[config.mk]
export PLATFORM = sky130hd
export DESIGN_NAME = square_sequencer
export DESIGN_NICKNAME = d
export VERILOG_FILES = /design/src/rtl/square_seq_pkg.sv /design/src/rtl/note_fifo.sv /design/src/rtl/square_sequencer.sv
export SDC_FILE = /design/constraint.sdc
export NUM_CORES = 1
export LEC_CHECK = 0
export CAP_MARGIN = 30
export CORE_ASPECT_RATIO = 0.9
export CORE_MARGIN = 4
export CORE_UTILIZATION = 54
export CTS_CLUSTER_SIZE = 24
export DETAILED_ROUTE_END_ITERATION = 6
export PLACE_DENSITY = 0.87
export SYNTH_ARGS = -nofsm -noshare
export SYNTH_HDL_FRONTEND = slang
export SYNTH_SLANG_ARGS = --single-unit
[constraint.sdc]
create_clock -name clk -period 4.5 [get_ports clk]
set_input_delay 1.35 -clock clk [delete_from_list [all_inputs] [get_ports clk]]
set_output_delay 1.35 -clock clk [all_outputs]
set_load 0.03 [all_outputs]
[src/rtl/square_seq_pkg.sv]
// Shared types and constants for the square-wave note sequencer.
package square_seq_pkg;

  // Sequencer FSM states.
  typedef enum logic [1:0] {
    IDLE  = 2'd0,
    ARMED = 2'd1,
    PLAY  = 2'd2
  } seq_state_t;

  // Storage width of the duration field inside a FIFO entry; the top-level
  // DUR_W parameter must not exceed it (narrower durations are zero-extended).
  localparam int NOTE_DUR_W = 16;

  // Duty codes understood by the downstream square-wave oscillator.
  localparam logic [1:0] DUTY_12_5 = 2'd0;
  localparam logic [1:0] DUTY_25   = 2'd1;
  localparam logic [1:0] DUTY_50   = 2'd2;
  localparam logic [1:0] DUTY_75   = 2'd3;

  // One queued note.
  typedef struct packed {
    logic                  rest;
    logic [NOTE_DUR_W-1:0] dur;
    logic [1:0]            duty;
    logic [15:0]           step;
  } note_t;

  // A zero duration plays as one tick.
  function automatic logic [NOTE_DUR_W-1:0] dur_min1(input logic [NOTE_DUR_W-1:0] d);
    logic [NOTE_DUR_W-1:0] r;
    if (d == {NOTE_DUR_W{1'b0}}) begin
      r = {{(NOTE_DUR_W-1){1'b0}}, 1'b1};
    end else begin
      r = d;
    end
    return r;
  endfunction

endpackage

[src/rtl/note_fifo.sv]
// Synchronous note FIFO with flush; pointers carry one wrap bit so that
// full and empty are told apart without a separate counter.
module note_fifo
  import square_seq_pkg::*;
#(
  parameter int DEPTH = 8
) (
  input  logic                   clk,
  input  logic                   reset_n,
  input  logic                   push,
  input  logic                   pop,
  input  logic                   flush,
  input  note_t                  wr_data,
  output note_t                  rd_data,
  output logic                   full,
  output logic                   empty,
  output logic [$clog2(DEPTH):0] level
);

  localparam int AW = $clog2(DEPTH);

  logic [AW:0] r_wr_ptr;
  logic [AW:0] r_rd_ptr;
  note_t       r_mem [DEPTH];
  logic        w_push;
  logic        w_pop;

  // Status decode and qualified push/pop; a flush drops any coincident push.
  always_comb begin
    empty   = (r_wr_ptr == r_rd_ptr);
    full    = (r_wr_ptr[AW] != r_rd_ptr[AW]) &&
              (r_wr_ptr[AW-1:0] == r_rd_ptr[AW-1:0]);
    level   = r_wr_ptr - r_rd_ptr;
    w_push  = push && !full && !flush;
    w_pop   = pop && !empty;
    rd_data = r_mem[r_rd_ptr[AW-1:0]];
  end

  // Pointer update; flush returns both pointers to zero.
  always_ff @(posedge clk or negedge reset_n) begin
    if (!reset_n) begin
      r_wr_ptr <= {(AW+1){1'b0}};
      r_rd_ptr <= {(AW+1){1'b0}};
    end else if (flush) begin
      r_wr_ptr <= {(AW+1){1'b0}};
      r_rd_ptr <= {(AW+1){1'b0}};
    end else begin
      if (w_push) begin
        r_wr_ptr <= r_wr_ptr + {{AW{1'b0}}, 1'b1};
      end
      if (w_pop) begin
        r_rd_ptr <= r_rd_ptr + {{AW{1'b0}}, 1'b1};
      end
    end
  end

  // Entry storage; contents need no reset because the pointers gate reads.
  always_ff @(posedge clk) begin
    if (w_push) begin
      r_mem[r_wr_ptr[AW-1:0]] <= wr_data;
    end
  end

endmodule

[src/rtl/square_sequencer.sv]
// Note sequencer: plays queued notes back-to-back on a tick timebase and
// drives the pitch, duty and phase restart of a square-wave oscillator.
module square_sequencer
  import square_seq_pkg::*;
#(
  parameter int DEPTH    = 8,
  parameter int TICK_DIV = 48000,
  parameter int DUR_W    = 8
) (
  input  logic                   clk,
  input  logic                   reset_n,
  input  logic                   note_valid,
  output logic                   note_ready,
  input  logic [15:0]            note_step,
  input  logic [1:0]             note_duty,
  input  logic [DUR_W-1:0]       note_dur,
  input  logic                   note_rest,
  input  logic                   start,
  input  logic                   stop,
  input  logic                   flush,
  output logic [15:0]            step,
  output logic [1:0]             duty,
  output logic                   gate,
  output logic                   phase_clr,
  output logic                   note_done,
  output logic                   underrun,
  output logic                   busy,
  output logic [$clog2(DEPTH):0] level
);

  localparam int PW = (TICK_DIV > 2) ? $clog2(TICK_DIV) : 1;

  seq_state_t       r_state;
  seq_state_t       w_state_nxt;
  logic [PW-1:0]    r_presc;
  logic [DUR_W-1:0] r_dur_cnt;

  logic             w_full;
  logic             w_empty;
  note_t            w_head;
  note_t            w_push_note;
  logic             w_tick;
  logic             w_last;
  logic             w_pop;

  logic [15:0]      r_step;
  logic [1:0]       r_duty;
  logic             r_gate;
  logic             r_phase_clr;
  logic             r_note_done;
  logic             r_underrun;
  logic             r_busy;

  logic [15:0]      w_step_nxt;
  logic [1:0]       w_duty_nxt;
  logic             w_gate_nxt;
  logic             w_phase_clr_nxt;
  logic             w_note_done_nxt;
  logic             w_underrun_nxt;

  // Pack the offered note into a FIFO entry.
  always_comb begin
    w_push_note      = '{default: 1'b0};
    w_push_note.rest = note_rest;
    w_push_note.dur  = NOTE_DUR_W'(note_dur);
    w_push_note.duty = note_duty;
    w_push_note.step = note_step;
  end

  note_fifo #(
    .DEPTH (DEPTH)
  ) u_fifo (
    .clk     (clk),
    .reset_n (reset_n),
    .push    (note_valid),
    .pop     (w_pop),
    .flush   (flush),
    .wr_data (w_push_note),
    .rd_data (w_head),
    .full    (w_full),
    .empty   (w_empty),
    .level   (level)
  );

  // Tick, end-of-note and pop decode; stop suppresses any pending pop.
  always_comb begin
    w_tick = (r_state == PLAY) && (r_presc == PW'(TICK_DIV - 1));
    w_last = w_tick && (r_dur_cnt == DUR_W'(1));
    if (stop) begin
      w_pop = 1'b0;
    end else if ((r_state == ARMED) || w_last) begin
      w_pop = !w_empty;
    end else begin
      w_pop = 1'b0;
    end
  end

  // FSM state register.
  always_ff @(posedge clk or negedge reset_n) begin
    if (!reset_n) begin
      r_state <= IDLE;
    end else begin
      r_state <= w_state_nxt;
    end
  end

  // FSM next-state logic; stop wins over everything else.
  always_comb begin
    w_state_nxt = r_state;
    if (stop) begin
      w_state_nxt = IDLE;
    end else begin
      case (r_state)
        IDLE:    w_state_nxt = start ? ARMED : IDLE;
        ARMED:   w_state_nxt = w_empty ? ARMED : PLAY;
        PLAY:    w_state_nxt = (w_last && w_empty) ? ARMED : PLAY;
        default: w_state_nxt = IDLE;
      endcase
    end
  end

  // FSM output logic: next values for the registered oscillator controls.
  always_comb begin
    w_step_nxt      = r_step;
    w_duty_nxt      = r_duty;
    w_gate_nxt      = r_gate;
    w_phase_clr_nxt = 1'b0;
    w_note_done_nxt = 1'b0;
    w_underrun_nxt  = 1'b0;
    if (stop) begin
      w_step_nxt = 16'h0000;
      w_gate_nxt = 1'b0;
    end else if (w_pop) begin
      w_step_nxt      = w_head.rest ? 16'h0000 : w_head.step;
      w_duty_nxt      = w_head.duty;
      w_gate_nxt      = !w_head.rest;
      w_phase_clr_nxt = 1'b1;
      w_note_done_nxt = w_last;
    end else if (w_last) begin
      w_step_nxt      = 16'h0000;
      w_gate_nxt      = 1'b0;
      w_note_done_nxt = 1'b1;
      w_underrun_nxt  = 1'b1;
    end else begin
      w_step_nxt = r_step;
    end
  end

  // Prescaler and duration counter; both restart whenever a note loads.
  always_ff @(posedge clk or negedge reset_n) begin
    if (!reset_n) begin
      r_presc   <= {PW{1'b0}};
      r_dur_cnt <= {DUR_W{1'b0}};
    end else if (w_pop) begin
      r_presc   <= {PW{1'b0}};
      r_dur_cnt <= DUR_W'(dur_min1(w_head.dur));
    end else if ((r_state == PLAY) && !stop) begin
      if (w_tick) begin
        r_presc   <= {PW{1'b0}};
        r_dur_cnt <= r_dur_cnt - DUR_W'(1);
      end else begin
        r_presc <= r_presc + PW'(1);
      end
    end else begin
      r_presc <= {PW{1'b0}};
    end
  end

  // Output registers.
  always_ff @(posedge clk or negedge reset_n) begin
    if (!reset_n) begin
      r_step      <= 16'h0000;
      r_duty      <= 2'd0;
      r_gate      <= 1'b0;
      r_phase_clr <= 1'b0;
      r_note_done <= 1'b0;
      r_underrun  <= 1'b0;
      r_busy      <= 1'b0;
    end else begin
      r_step      <= w_step_nxt;
      r_duty      <= w_duty_nxt;
      r_gate      <= w_gate_nxt;
      r_phase_clr <= w_phase_clr_nxt;
      r_note_done <= w_note_done_nxt;
      r_underrun  <= w_underrun_nxt;
      r_busy      <= (w_state_nxt != IDLE);
    end
  end

  assign step       = r_step;
  assign duty       = r_duty;
  assign gate       = r_gate;
  assign phase_clr  = r_phase_clr;
  assign note_done  = r_note_done;
  assign underrun   = r_underrun;
  assign busy       = r_busy;
  assign note_ready = !w_full;

endmodule

* Word level (Yosys, flattened, before mapping)
Memory sizes are Yosys's and may differ from the RTL's. Index checks and enable logic that the tools add are counted. Widths: inputs -> output; s select.
Word-level totals: word-level logic and storage cells 84, bits of input ports 33, bits in registers 57, memories kept 1, bits in writable memories 216, output and inout port bits 28
Operators by class: reduce and logical (&&, ||, !) cells 24, equality and inequality tests 7, bitwise operators 1, multiplexer cells 34, add/subtract/negate cells 5
Memory list:
- u_fifo.r_mem | depth 8, width 27, rd ports 1, clocked after memory_dff 0, write ports 1, RTL line note_fifo.sv:24 | note_t r_mem [DEPTH];
Operator list (number):
- $mux 16 | 7
- $mux 8 | 4
- $add 16x1->16 const B | 1
- $eq 16x16->1 const B | 1
- $logic_not 16->1 | 1
- $mux 4 | 4
- $mux 1 | 15
- $reduce_bool 2->1 | 5
- $add 4x1->4 const B | 2
- $eq 8x1->1 const B | 1
- $logic_and 1x1->1 | 8
- $sub 8x1->8 const B | 1
- $mux 2 | 3
- $pmux 2 s3 | 1
- $logic_not 1->1 | 5
- $eq 4x4->1 | 1
- $reduce_and 2->1 | 2
- $sub 4x4->4 | 1
- $eq 3x3->1 | 1
- $reduce_bool 3->1 | 1
- $eq 2x1->1 const B | 1
- $eq 2x2->1 const B | 1
- $logic_not 2->1 | 1
- $logic_or 1x1->1 | 1
- 2 further kinds | 2

* Longest topological paths before layout
Gate-level depths: netlist (run 1).
word-level depth 9, gate-level depth with buffers 11, depth with buffers taken out 7

* By module
A second synthesis (run 1) with hierarchy kept.
Second synthesis, totals: cell total of the unflattened synthesis 743, area, all modules 13441.6 um2
By module, submodules not included:
- note_fifo | instances 1, seq. area each 8608.3 um2, area an instance 11155.7 um2, cells an instance 547
- square_sequencer | instances 1, seq. area each 1226.2 um2, area an instance 2285.9 um2, cells an instance 196

* Least setup slack after synthesis (run 1)
No wires, ideal clock.
kind register -> register, start register u_fifo.r_rd_ptr[1], end memory u_fifo.r_mem[1][0] (netlist name), enable pin, setup slack -0.679 ns, cell stages (with the launch flop) 11, data arrival time 4.735 ns, required time 4.055 ns, path buffers 3, library setup time 0.445 ns, clock period less this slack 5.179 ns, path through dfrtp_1 -> clkbuf_1 -> clkbuf_1 -> buf_1 -> inv_1 -> ha_1 -> nand3_1 -> nand2b_1 -> nand2_1 -> or3_1 -> nor3_1
On the way: word-level cells in the longest chain between the ends 7
Ends and longest elaborated chain:
- from (decl) | RTL line note_fifo.sv:23 | logic [AW:0] r_rd_ptr;
- from (signal assigned) | RTL line note_fifo.sv:43 | r_rd_ptr <= {(AW+1){1'b0}};
- from (signal assigned) | RTL line note_fifo.sv:46 | r_rd_ptr <= {(AW+1){1'b0}};
- from (signal assigned) | RTL line note_fifo.sv:52 | r_rd_ptr <= r_rd_ptr + {{AW{1'b0}}, 1'b1};
- $eq 3x3->1 | RTL line note_fifo.sv:32 | (r_wr_ptr[AW-1:0] == r_rd_ptr[AW-1:0]);
- $logic_and 1x1->1 | RTL line note_fifo.sv:31 | full = (r_wr_ptr[AW] != r_rd_ptr[AW]) &&
- $logic_not 1->1
- via note_ready | RTL line square_sequencer.sv:13 | output logic note_ready,
- $logic_and 1x1->1 (2 in a row) | RTL line note_fifo.sv:34 | w_push = push && !full && !flush;
- $mux 1 | RTL line note_fifo.sv:59 | if (w_push) begin
- $mux 1 (not written as such) | RTL line note_fifo.sv:60 | r_mem[r_wr_ptr[AW-1:0]] <= wr_data;
- to (decl) | RTL line note_fifo.sv:24
The timed path passes the listed nets, and every way through them passes these cells.

* Final worst setup path (run 1)
start register u_fifo.r_wr_ptr[1], end output port level[3]
On the way: word-level cells in the longest chain between the ends 1
Ends and longest elaborated chain:
- from (decl) | RTL line note_fifo.sv:22 | logic [AW:0] r_wr_ptr;
- from (signal assigned) | RTL line note_fifo.sv:42 | r_wr_ptr <= {(AW+1){1'b0}};
- from (signal assigned) | RTL line note_fifo.sv:45 | r_wr_ptr <= {(AW+1){1'b0}};
- from (signal assigned) | RTL line note_fifo.sv:49 | r_wr_ptr <= r_wr_ptr + {{AW{1'b0}}, 1'b1};
- $sub 4x4->4 | RTL line note_fifo.sv:33 | level = r_wr_ptr - r_rd_ptr;
- to (decl) | RTL line square_sequencer.sv:28 | output logic [$clog2(DEPTH):0] level
No other way between the ends.

==> qor.txt, run 1 <==
Pre-CTS setup slack -> 0.911 ns
Register area -> 7920 µm²
DR pass1 iterations -> 5
Vias -> 5811
Internal power -> 4.28 mW
Clock share of power -> 40.1%
Worst-path clk slew -> 0.06 ns
Global-route wire length before repair -> 35.6 mm
CTS buffer count -> 27
Quantity of hold-fixing buffers added after cts -> 0
Area of placed instances -> 11900 µm²
Gpl congestion -> 0.812
Fin crit period -> 3.95 ns
Max clock buf depth -> 3
Logic pwr share -> 7.5%
Crit path launch type -> flip-flop
Post-route cell area -> 12800 µm²
Maxcap violations -> 0
Initial antenna violation count -> 2
Die ar. -> 22500 µm²
Final setup vio count -> 0
Final Cycle Share -> 87.8%
Post-Syn Area -> 10900 µm²
Worst Hold Class -> reg2reg
I/O Buffers -> 60
Avg Cell Area, Syn -> 18.5 µm²
Synth cell types -> 46
Sw Ratio -> 22.2%
Crit. End Element -> output port
Leakage power -> 4.39 nW
Largest net degree at the start of global routing -> 58
Worst slew margin -> 44.0%
Max Fclk -> 253 MHz
Setup tns final -> 0 ns
Share of layout cells above drive strength 1 -> 19.9%
Clk root buf -> clkbuf_16
Most common cell after layout, fill and taps aside -> edfxtp_1
Initial DRC Count -> 487
Area of the multi-input gates -> 2870 µm²
Vias in the first global route -> 6211
# fillers -> 1224
Final clock skew -> 0.0200 ns
Reg-to-Reg Start -> u_fifo.r_wr_ptr[2]$_DFFE_PN0P_
CP max-delay cell -> clkdlybuf4s50_1
Power Total -> 5.51 mW
Max-slew violations -> 0
Hold Fails Final Rpt -> 0
Post-CTS Resized -> 0
Sequential-to-total area share from yosys stat -> 72.7%
Critical Path AT -> 2.60 ns
CP Cell Sequence -> ha_1 > a21o_1 > a21oi_1 > xor2_1 > clkdlybuf4s50_1
Worst EP required -> 3.15 ns
Final net count -> 713
Least-Margin Pin Slew -> 0.841 ns
CTS Sinks -> 273
Routed Antenna Nets -> 0
Worst VDD drop -> 377 µV
CP Max Fanout -> 8
Ports -> 61
# rows -> 48
Remaining Overflow, GRT -> 0
Vias per Instance -> 6.16
# Post-CTS Setup Buffers -> 0
GRT Util Overall -> 20.7%
Flop pwr share -> 52.3%
Clk_lat worst skew -> 0.54 ns
#FFs+latches synth -> 273
Final critical-path setup slack -> 0.549 ns
RSZ-0062 raised after global routing -> no
Dpl hpwl -> 12.5 mm
DRC viols -> 0
CTS tree -> yes
Switch Pwr -> 1.23 mW
Critical path type -> reg2out
Die X -> 158 µm
Syn_nets -> 631
Critical path's largest stage delay -> 0.68 ns
Area growth syn-to-layout -> 17.2%
Chip height -> 143 µm
Initial Util -> 55.8%
Core footprint -> 19500 µm²
Hold Crit Start -> step[7]$_DFFE_PN0P_
Commonest cells after routing, fill and taps aside -> 216 x edfxtp_1, 59 x clkdlybuf4s50_1, 55 x dfrtp_1
Crit. Startpoint -> u_fifo.r_wr_ptr[1]$_DFFE_PN0P_
Drt wl/cell -> 23.5 µm
Status -> completed
Mapped Cells -> 589
Yosys warns -> 0
Pwr dens -> 432 nW/µm²
Total Wirelength -> 22.2 mm
CTS H-tree depth -> 1
## worst max-delay path: cells and delay by family (launching register included)
family	cells	cell delay, ns
buffers and inverters	1	0.68
flip-flops	1	0.57
AO/OA/AOI/OAI	2	0.34
adder cells (fa/ha/maj)	1	0.33
XOR/XNOR	1	0.15
## stage by stage
step | hold WS, ns | util (%) | cells
after global placement | 0.464 | 60.6 | 891
after global routing | 0.511 | 65.3 | 943
after CTS | 0.492 | 65.3 | 942
final | 0.490 | 65.3 | 944
after detailed placement | 0.474 | 60.8 | 892
after floorplan | 0.448 | - | 589
## flip-flops by register name (all words and copies together), names as in the netlist, 2 cells and up
signal,cells
u_fifo.r_rd_ptr,4
r_dur_cnt,8
duty,2
u_fifo.r_wr_ptr,4
step,16
r_state,2
r_presc,16
u_fifo.r_mem,216
## routing by layer
metal	vias up	GRT usage, %	share of wire [%]
met4	2	6.75	2.9
met2	242	34.1	51
met1	3004	28.7	39
li1	2512	-	-
met5	-	0	0.063
met3	51	3.42	7.0
## synth_stat cells (all sizes together)
cell type / instances / area (µm²)
mux2: 1 / 11.3
clkbuf: 10 / 37.5
nor2b: 1 / 6.26
inv: 10 / 37.5
nand2b: 6 / 37.5
ha: 8 / 100
xor2: 15 / 131
and3: 3 / 18.8
a31o: 1 / 8.76
mux2i: 32 / 320
nor3: 10 / 50.1
a31oi: 3 / 18.8
edfxtp: 216 / 6490
a211oi: 1 / 7.51
or4b: 1 / 13.8
nand4: 8 / 50.1
or2: 1 / 6.26
nor2: 35 / 131
dfrtp: 57 / 1430
o21ai: 6 / 41.3
or3: 5 / 32.5
nand2: 20 / 75.1
mux4: 54 / 1220
buf: 12 / 70.1
o31ai: 1 / 7.51
nand3: 17 / 90.1
fa: 1 / 20.0
a22o: 1 / 8.76
xnor2: 10 / 87.6
or4: 5 / 41.3
a21o: 2 / 15.0
nor4: 5 / 52.6
o2bb2ai: 16 / 140
a21oi: 13 / 68.8
or3b: 2 / 17.5
## kinds of logic after synthesis
group | count (synthesis) | synth area share, %
AOI/OAI and AO/OA | 44 | 2.91
adders and majority gates | 9 | 1.10
xor gates and xnor gates | 25 | 2.01
DFF | 273 | 72.7
buffers and inverters | 32 | 1.33
and+or+nand+nor | 119 | 5.73
muxes | 87 | 14.2
## final cells by class
| type | instances | share of cell area (%) |
|---|---|---|
| Antenna cell | 2 | 0.0392 |
| Multi-Input combinational cell | 284 | 22.5 |
| Clock inverter | 15 | 1.09 |
| Inverter | 10 | 0.294 |
| Sequential cell | 273 | 62.1 |
| Clock buffer | 35 | 5.85 |
| Tap cell | 250 | 2.45 |
| Timing Repair Buffer | 75 | 5.71 |
## power by group through the flow
stage | clock (mW) | sequential, mW | combinational [mW]
floorplan | 0 | 2.94 | 0.217
global placement | 0 | 2.92 | 0.387
detailed placement | 0 | 2.93 | 0.414
CTS | 2.24 | 2.88 | 0.420
global route | 2.35 | 2.89 | 0.459
finish | 2.21 | 2.88 | 0.415
## final timing paths
kind	end	slack (ns)	depth (start not counted)
worst max-delay path	level[3]	0.55	5
worst min-delay path	step[7]$_DFFE_PN0P_	0.49	1
worst max register to register	u_fifo.r_mem[3][15]$_DFFE_PP_	1.62	7
worst min register to register	step[7]$_DFFE_PN0P_	0.49	1
max in group asynchronous	u_fifo.r_rd_ptr[1]$_DFFE_PN0P_	2.74	2
min in group asynchronous	r_presc[11]$_DFF_PN0_	0.89	1
(Power assumes the default switching activity.)
==> inputs of run 2 (changes only) <==
--- a/config.mk
+++ b/config.mk
@@ -9,6 +9,7 @@
 export CORE_ASPECT_RATIO = 0.9
 export CORE_MARGIN = 4
 export CORE_UTILIZATION = 54
+export CTS_CLUSTER_DIAMETER = 50
 export CTS_CLUSTER_SIZE = 24
 export DETAILED_ROUTE_END_ITERATION = 6
 export PLACE_DENSITY = 0.87
==> qor.txt, run 2 (synthesis results as in run 1) <==
Status -> completed
Internal power -> 3.95 mW (-7.8%)
Post-CTS Resized -> 0 (unchanged)
Logic pwr share -> 8.1% (+0.6 points)
DRC viols -> 0 (unchanged)
Initial antenna violation count -> 2 (unchanged)
Max clock buf depth -> 3 (unchanged)
Worst slew margin -> 44.8% (+0.89 points)
Crit path launch type -> flip-flop
CTS buffer count -> 20 (-26%)
Final clock skew -> 0.0139 ns (-0.00603 ns)
CP Max Fanout -> 8 (unchanged)
Setup tns final -> 0 ns (unchanged)
Final std cells w/o fill -> 929 (-1.6%)
Vias -> 5748 (-1.1%)
Initial Util -> 55.8% (unchanged)
Core footprint -> 19500 µm² (unchanged)
Switch Pwr -> 1.22 mW (-0.67%)
Critical Path AT -> 2.58 ns (-0.02 ns)
Clk_lat worst skew -> 0.50 ns (-0.04 ns)
Remaining Overflow, GRT -> 0 (unchanged)
CP Cell Sequence -> ha_1 > a21o_1 > a21oi_1 > xor2_1 > clkdlybuf4s50_1
Family with the most delay on the worst path -> buffers and inverters
Global-route wire length before repair -> 34.4 mm (-3.6%)
Chip height -> 143 µm (unchanged)
Power Total -> 5.17 mW (-6.2%)
Crit. End Element -> output port
Final net count -> 706 (-0.98%)
Most common cell after layout, fill and taps aside -> edfxtp_1
Share of layout cells above drive strength 1 -> 18.6% (-1.4 points)
Dpl hpwl -> 12.5 mm (unchanged)
Area of placed instances -> 11900 µm² (unchanged)
WP buf/inv -> 1 (unchanged)
Final Cycle Share -> 87.3% (-0.53 points)
Vias in the first global route -> 6085 (-2.0%)
Final critical-path setup slack -> 0.572 ns (+0.0239 ns)
Sw Ratio -> 23.6% (+1.3 points)
Routed Antenna Nets -> 0 (unchanged)
# rows -> 48 (unchanged)
CTS H-tree depth -> 1 (unchanged)
RSZ-0062 raised after global routing -> no
CTS Sinks -> 273 (unchanged)
Gpl congestion -> 0.812 (unchanged)
Hold WS -> 0.494 ns (+0.00385 ns)
Max-slew violations -> 0 (unchanged)
# fillers -> 1231 (+0.57%)
Clk root buf -> clkbuf_16
DR pass1 iterations -> 5 (unchanged)
Pwr dens -> 412 nW/µm² (-4.7%)
Least-Margin Pin Slew -> 0.827 ns (-0.0133 ns)
Leakage power -> 4.29 nW (-2.3%)
Drt wl/cell -> 23.2 µm (-1.6%)
Die X -> 158 µm (unchanged)
Pre-CTS setup slack -> 0.911 ns (unchanged)
Dpl cells -> 892 (unchanged)
Total Wirelength -> 21.5 mm (-3.2%)
Quantity of hold-fixing buffers added after cts -> 0 (unchanged)
Largest register FFs -> 216 (unchanged)
Maxcap violations -> 0 (unchanged)
Commonest cells after routing, fill and taps aside -> 216 x edfxtp_1, 59 x clkdlybuf4s50_1, 55 x dfrtp_1
Area growth syn-to-layout -> 15.4%
# Post-CTS Setup Buffers -> 0 (unchanged)
Worst-path clk slew -> 0.07 ns (about the same)
CTS tree -> yes
CP max-delay cell -> clkdlybuf4s50_1
Worst VDD drop -> 302 µV (-20%)
Clock share of power -> 36.2% (-3.9 points)
Ports -> 61 (unchanged)
Vias per Instance -> 6.19 (+0.51%)
Worst EP required -> 3.15 ns (about the same)
Final setup vio count -> 0 (unchanged)
Max Fclk -> 255 MHz (+0.61%)
Layout Utilization -> 64.3% (-1.0 points)
Worst Hold Class -> reg2reg
Flop pwr share -> 55.8% (+3.5 points)
Post-route cell area -> 12600 µm² (-1.6%)
Fin crit period -> 3.93 ns (-0.0239 ns)
I/O Buffers -> 60 (unchanged)
Die ar. -> 22500 µm² (unchanged)
Critical path type -> reg2out
Critical path's largest stage delay -> 0.68 ns (about the same)
Hold Fails Final Rpt -> 0 (unchanged)
Initial DRC Count -> 466 (-4.3%)
Largest net degree at the start of global routing -> 58 (unchanged)
GRT Util Overall -> 19.8% (-0.92 points)
[run 2: cell types whose count changed in the layout (fill, tap and decap cells not counted)]
cell        delta
clkbuf_8       -4
clkinv_8       +2
clkbuf_1       -2
clkinvlp_2     +1
inv_16         +1
clkinvlp_4     -2
diode_2        -1
clkbuf_16      -6
inv_8          +3
bufinv_16      -1
clkinv_2       -6
[run 2: final cells by class]
type                    instances  area (µm²)  area share [%]
inverters                      10        37.5           0.299
multi-input cells             284        2870            22.8
flip-flops and latches        273        7920            63.1
repair buffers                 75         728            5.80
diodes                          1        2.50          0.0199
clock buffers                  23         533            4.25
well taps                     250         313            2.49
clock inverters                13         155            1.24
[run 2: power groups by stage]
stage | combinational (mW) | sequential, mW | clock (mW)
2_1_floorplan | 0.217 | 2.94 | 0
3_3_place_gp | 0.387 | 2.92 | 0
3_5_place_dp | 0.414 | 2.93 | 0
4_1_cts | 0.420 | 2.88 | 1.90
5_1_grt | 0.459 | 2.89 | 2.01
6_report | 0.416 | 2.88 | 1.87
[run 2: final timing paths]
path	startpoint	depth (start not counted)	to	slack, ns
hold reg to reg	r_presc[0]$_DFF_PN0_	1	r_presc[0]$_DFF_PN0_	0.49
hold / removal	r_presc[0]$_DFF_PN0_	1	r_presc[0]$_DFF_PN0_	0.49
max in group asynchronous	reset_n	2	u_fifo.r_rd_ptr[1]$_DFFE_PN0P_	2.73
setup reg to reg	u_fifo.r_rd_ptr[0]$_DFFE_PN0P_	6	step[15]$_DFFE_PN0P_	1.64
setup / recovery	u_fifo.r_wr_ptr[1]$_DFFE_PN0P_	5	level[3]	0.57
min in group asynchronous	reset_n	1	r_presc[12]$_DFF_PN0_	0.91
[run 2: layer usage]
layer,up-vias,routed length [µm],share of wire [%],global-route usage [%]
met2,225,11000,51,32.5
met5,-,18,0.084,0
met1,2992,8830,41,28.0
met4,2,445,2.1,4.98
met3,42,1230,5.7,3.45
li1,2487,-,-,-
[run 2: worst reg2reg max path, stage by stage (launching register included)]
cell and delay, ns:
dfrtp_4 0.41, buf_4 0.34, buf_16 0.33, mux4_2 0.58
mux2i_1 0.26, nand3_2 0.46, o2bb2ai_1 0.38
==> inputs of run 3 (changes only) <==
--- a/config.mk
+++ b/config.mk
@@ -8,11 +8,11 @@
 export CAP_MARGIN = 30
 export CORE_ASPECT_RATIO = 0.9
 export CORE_MARGIN = 4
-export CORE_UTILIZATION = 54
+export CORE_UTILIZATION = 55
 export CTS_CLUSTER_DIAMETER = 50
 export CTS_CLUSTER_SIZE = 24
 export DETAILED_ROUTE_END_ITERATION = 6
-export PLACE_DENSITY = 0.87
+export PLACE_DENSITY = 0.85
 export SYNTH_ARGS = -nofsm -noshare
 export SYNTH_HDL_FRONTEND = slang
 export SYNTH_SLANG_ARGS = --single-unit
==> constraint.sdc (replaced) <==
create_clock -name clk -period 3.9 [get_ports clk]
set_input_delay 1.17 -clock clk [delete_from_list [all_inputs] [get_ports clk]]
set_output_delay 1.17 -clock clk [all_outputs]
set_load 0.03 [all_outputs]
==> qor.txt, run 3 (synthesis results as in run 1) <==
Dpl cells -> 895 (+0.34%)
Global-route wire length before repair -> 34.5 mm (+0.52%)
CTS Sinks -> 273 (unchanged)
Dpl hpwl -> 12.6 mm (+0.22%)
Wire length on met2 -> 10.9 mm (-1.1%)
CP Max Fanout -> 8 (unchanged)
Max Fclk -> 266 MHz
Clk_lat worst skew -> 0.54 ns (+0.04 ns)
Drt wl/cell -> 23.3 µm (+0.47%)
Vias in the first global route -> 6098 (+0.21%)
Most common cell after layout, fill and taps aside -> edfxtp_1
Ant diodes -> 0 (-1)
Area growth syn-to-layout -> 16.8%
Chip height -> 141 µm (-0.86%)
Largest net degree at the start of global routing -> 58 (unchanged)
Initial DRC Count -> 405 (-13%)
Worst Hold Class -> reg2reg
# Post-CTS Setup Buffers -> 0 (unchanged)
Setup tns final -> 0 ns (unchanged)
Metal1 wirelength -> 9.15 mm (+3.6%)
Final critical-path setup slack -> 0.141 ns (-0.432 ns)
Area of placed instances -> 11900 µm² (unchanged)
Gpl congestion -> 0.804 (-0.99%)
Die ar. -> 22100 µm² (-1.7%)
Pre-CTS setup slack -> 0.608 ns (-0.303 ns)
Initial Util -> 56.3% (+0.52 points)
DRC viols -> 0 (unchanged)
Final std cells w/o fill -> 939 (+1.1%)
DR pass1 iterations -> 5 (unchanged)
Worst slew margin -> 39.9% (-5.0 points)
Least-Margin Pin Slew -> 0.902 ns (+0.0745 ns)
Quantity of hold-fixing buffers added after cts -> 0 (unchanged)
Vias -> 5733 (-0.26%)
# rows -> 48 (unchanged)
Largest register FFs -> 216 (unchanged)
Ports -> 61 (unchanged)
Critical Path AT -> 2.59 ns (about the same)
Hold WS -> 0.484 ns (-0.00998 ns)
CTS tree -> yes
Worst VDD drop -> 397 µV (+32%)
Core footprint -> 19300 µm² (-0.92%)
WL met3 -> 1.18 mm (-3.3%)
Max-slew violations -> 0 (unchanged)
Final setup vio count -> 0 (unchanged)
Fin crit period -> 3.76 ns
Vias per Instance -> 6.11 (-1.3%)
Initial antenna violation count -> 0 (-2)
Routed Antenna Nets -> 0 (unchanged)
Die X -> 156 µm (-0.87%)
Final Cycle Share -> 96.4%
RSZ-0062 raised after global routing -> no
Final net count -> 713 (+0.99%)
GRT Util Overall -> 20.1% (+0.39 points)
I/O Buffers -> 60 (unchanged)
Remaining Overflow, GRT -> 0 (unchanged)
Max clock buf depth -> 3 (unchanged)
Post-CTS Resized -> 0 (unchanged)
Commonest cells after routing, fill and taps aside -> 216 x edfxtp_1, 57 x clkdlybuf4s50_1, 55 x dfrtp_1
CTS H-tree depth -> 1 (unchanged)
Pwr dens -> 495 nW/µm² (+20%)
Clk root buf -> clkbuf_16
Worst EP required -> 2.73 ns (-0.42 ns)
Critical path type -> reg2out
Maxcap violations -> 0 (unchanged)
Power Total -> 6.30 mW (+22%)
Worst-path clk slew -> 0.08 ns (about the same)
Top Metal Used -> met4
Share of layout cells above drive strength 1 -> 20.8% (+2.2 points)
CTS buffer count -> 24 (+20%)
Leakage power -> 4.38 nW (+1.9%)
Layout Utilization -> 65.7% (+1.4 points)
Crit path launch type -> flip-flop
Final clock skew -> 0.0188 ns (+0.00488 ns)
Hold Fails Final Rpt -> 0 (unchanged)
Total Wirelength -> 21.9 mm (+1.6%)
Crit. End Element -> output port
Post-route cell area -> 12700 µm² (+1.3%)
Status -> completed
[run 3: per-layer routing]
metal  vias to the layer above  GRT usage [%]
met5                         -              0
met4                         0           6.26
met3                        43           3.20
met2                       203           32.5
met1                      2977           28.9
li1                       2510              -
[run 3: power by group]
| group | switching, mW | leakage [nW] | total [mW] | internal, mW |
|---|---|---|---|---|
| Sequential | 0.0803 | 2.72 | 3.32 | 3.24 |
| Combinational | 0.270 | 1.25 | 0.480 | 0.209 |
| Clock | 1.21 | 0.408 | 2.49 | 1.29 |
[run 3: final cells by class]
class / count / area [µm²]
multi-input combinational: 284 / 2870
clock inverter: 20 / 249
clock buffer: 24 / 601
tap: 250 / 313
fill: 1229 / 6620
inverter: 10 / 37.5
sequential: 273 / 7920
timing repair buffer: 78 / 726
[run 3: critical path, cell delays in order, from the launching register on]
cell             delay, ns
dfrtp_1               0.58
inv_1                 0.15
fa_1                  0.45
xnor2_1               0.19
clkdlybuf4s50_1       0.69
[run 3: final timing paths]
path	from	to	slack, ns	cells past startpoint
min reg2reg	r_presc[0]$_DFF_PN0_	r_presc[0]$_DFF_PN0_	0.48	1
max in group asynchronous	reset_n	step[12]$_DFFE_PN0P_	2.31	2
min in group asynchronous	reset_n	r_presc[12]$_DFF_PN0_	0.77	1
max reg2reg	u_fifo.r_rd_ptr[0]$_DFFE_PN0P_	step[13]$_DFFE_PN0P_	0.69	6
min	r_presc[0]$_DFF_PN0_	r_presc[0]$_DFF_PN0_	0.48	1
max	u_fifo.r_wr_ptr[1]$_DFFE_PN0P_	level[2]	0.14	4
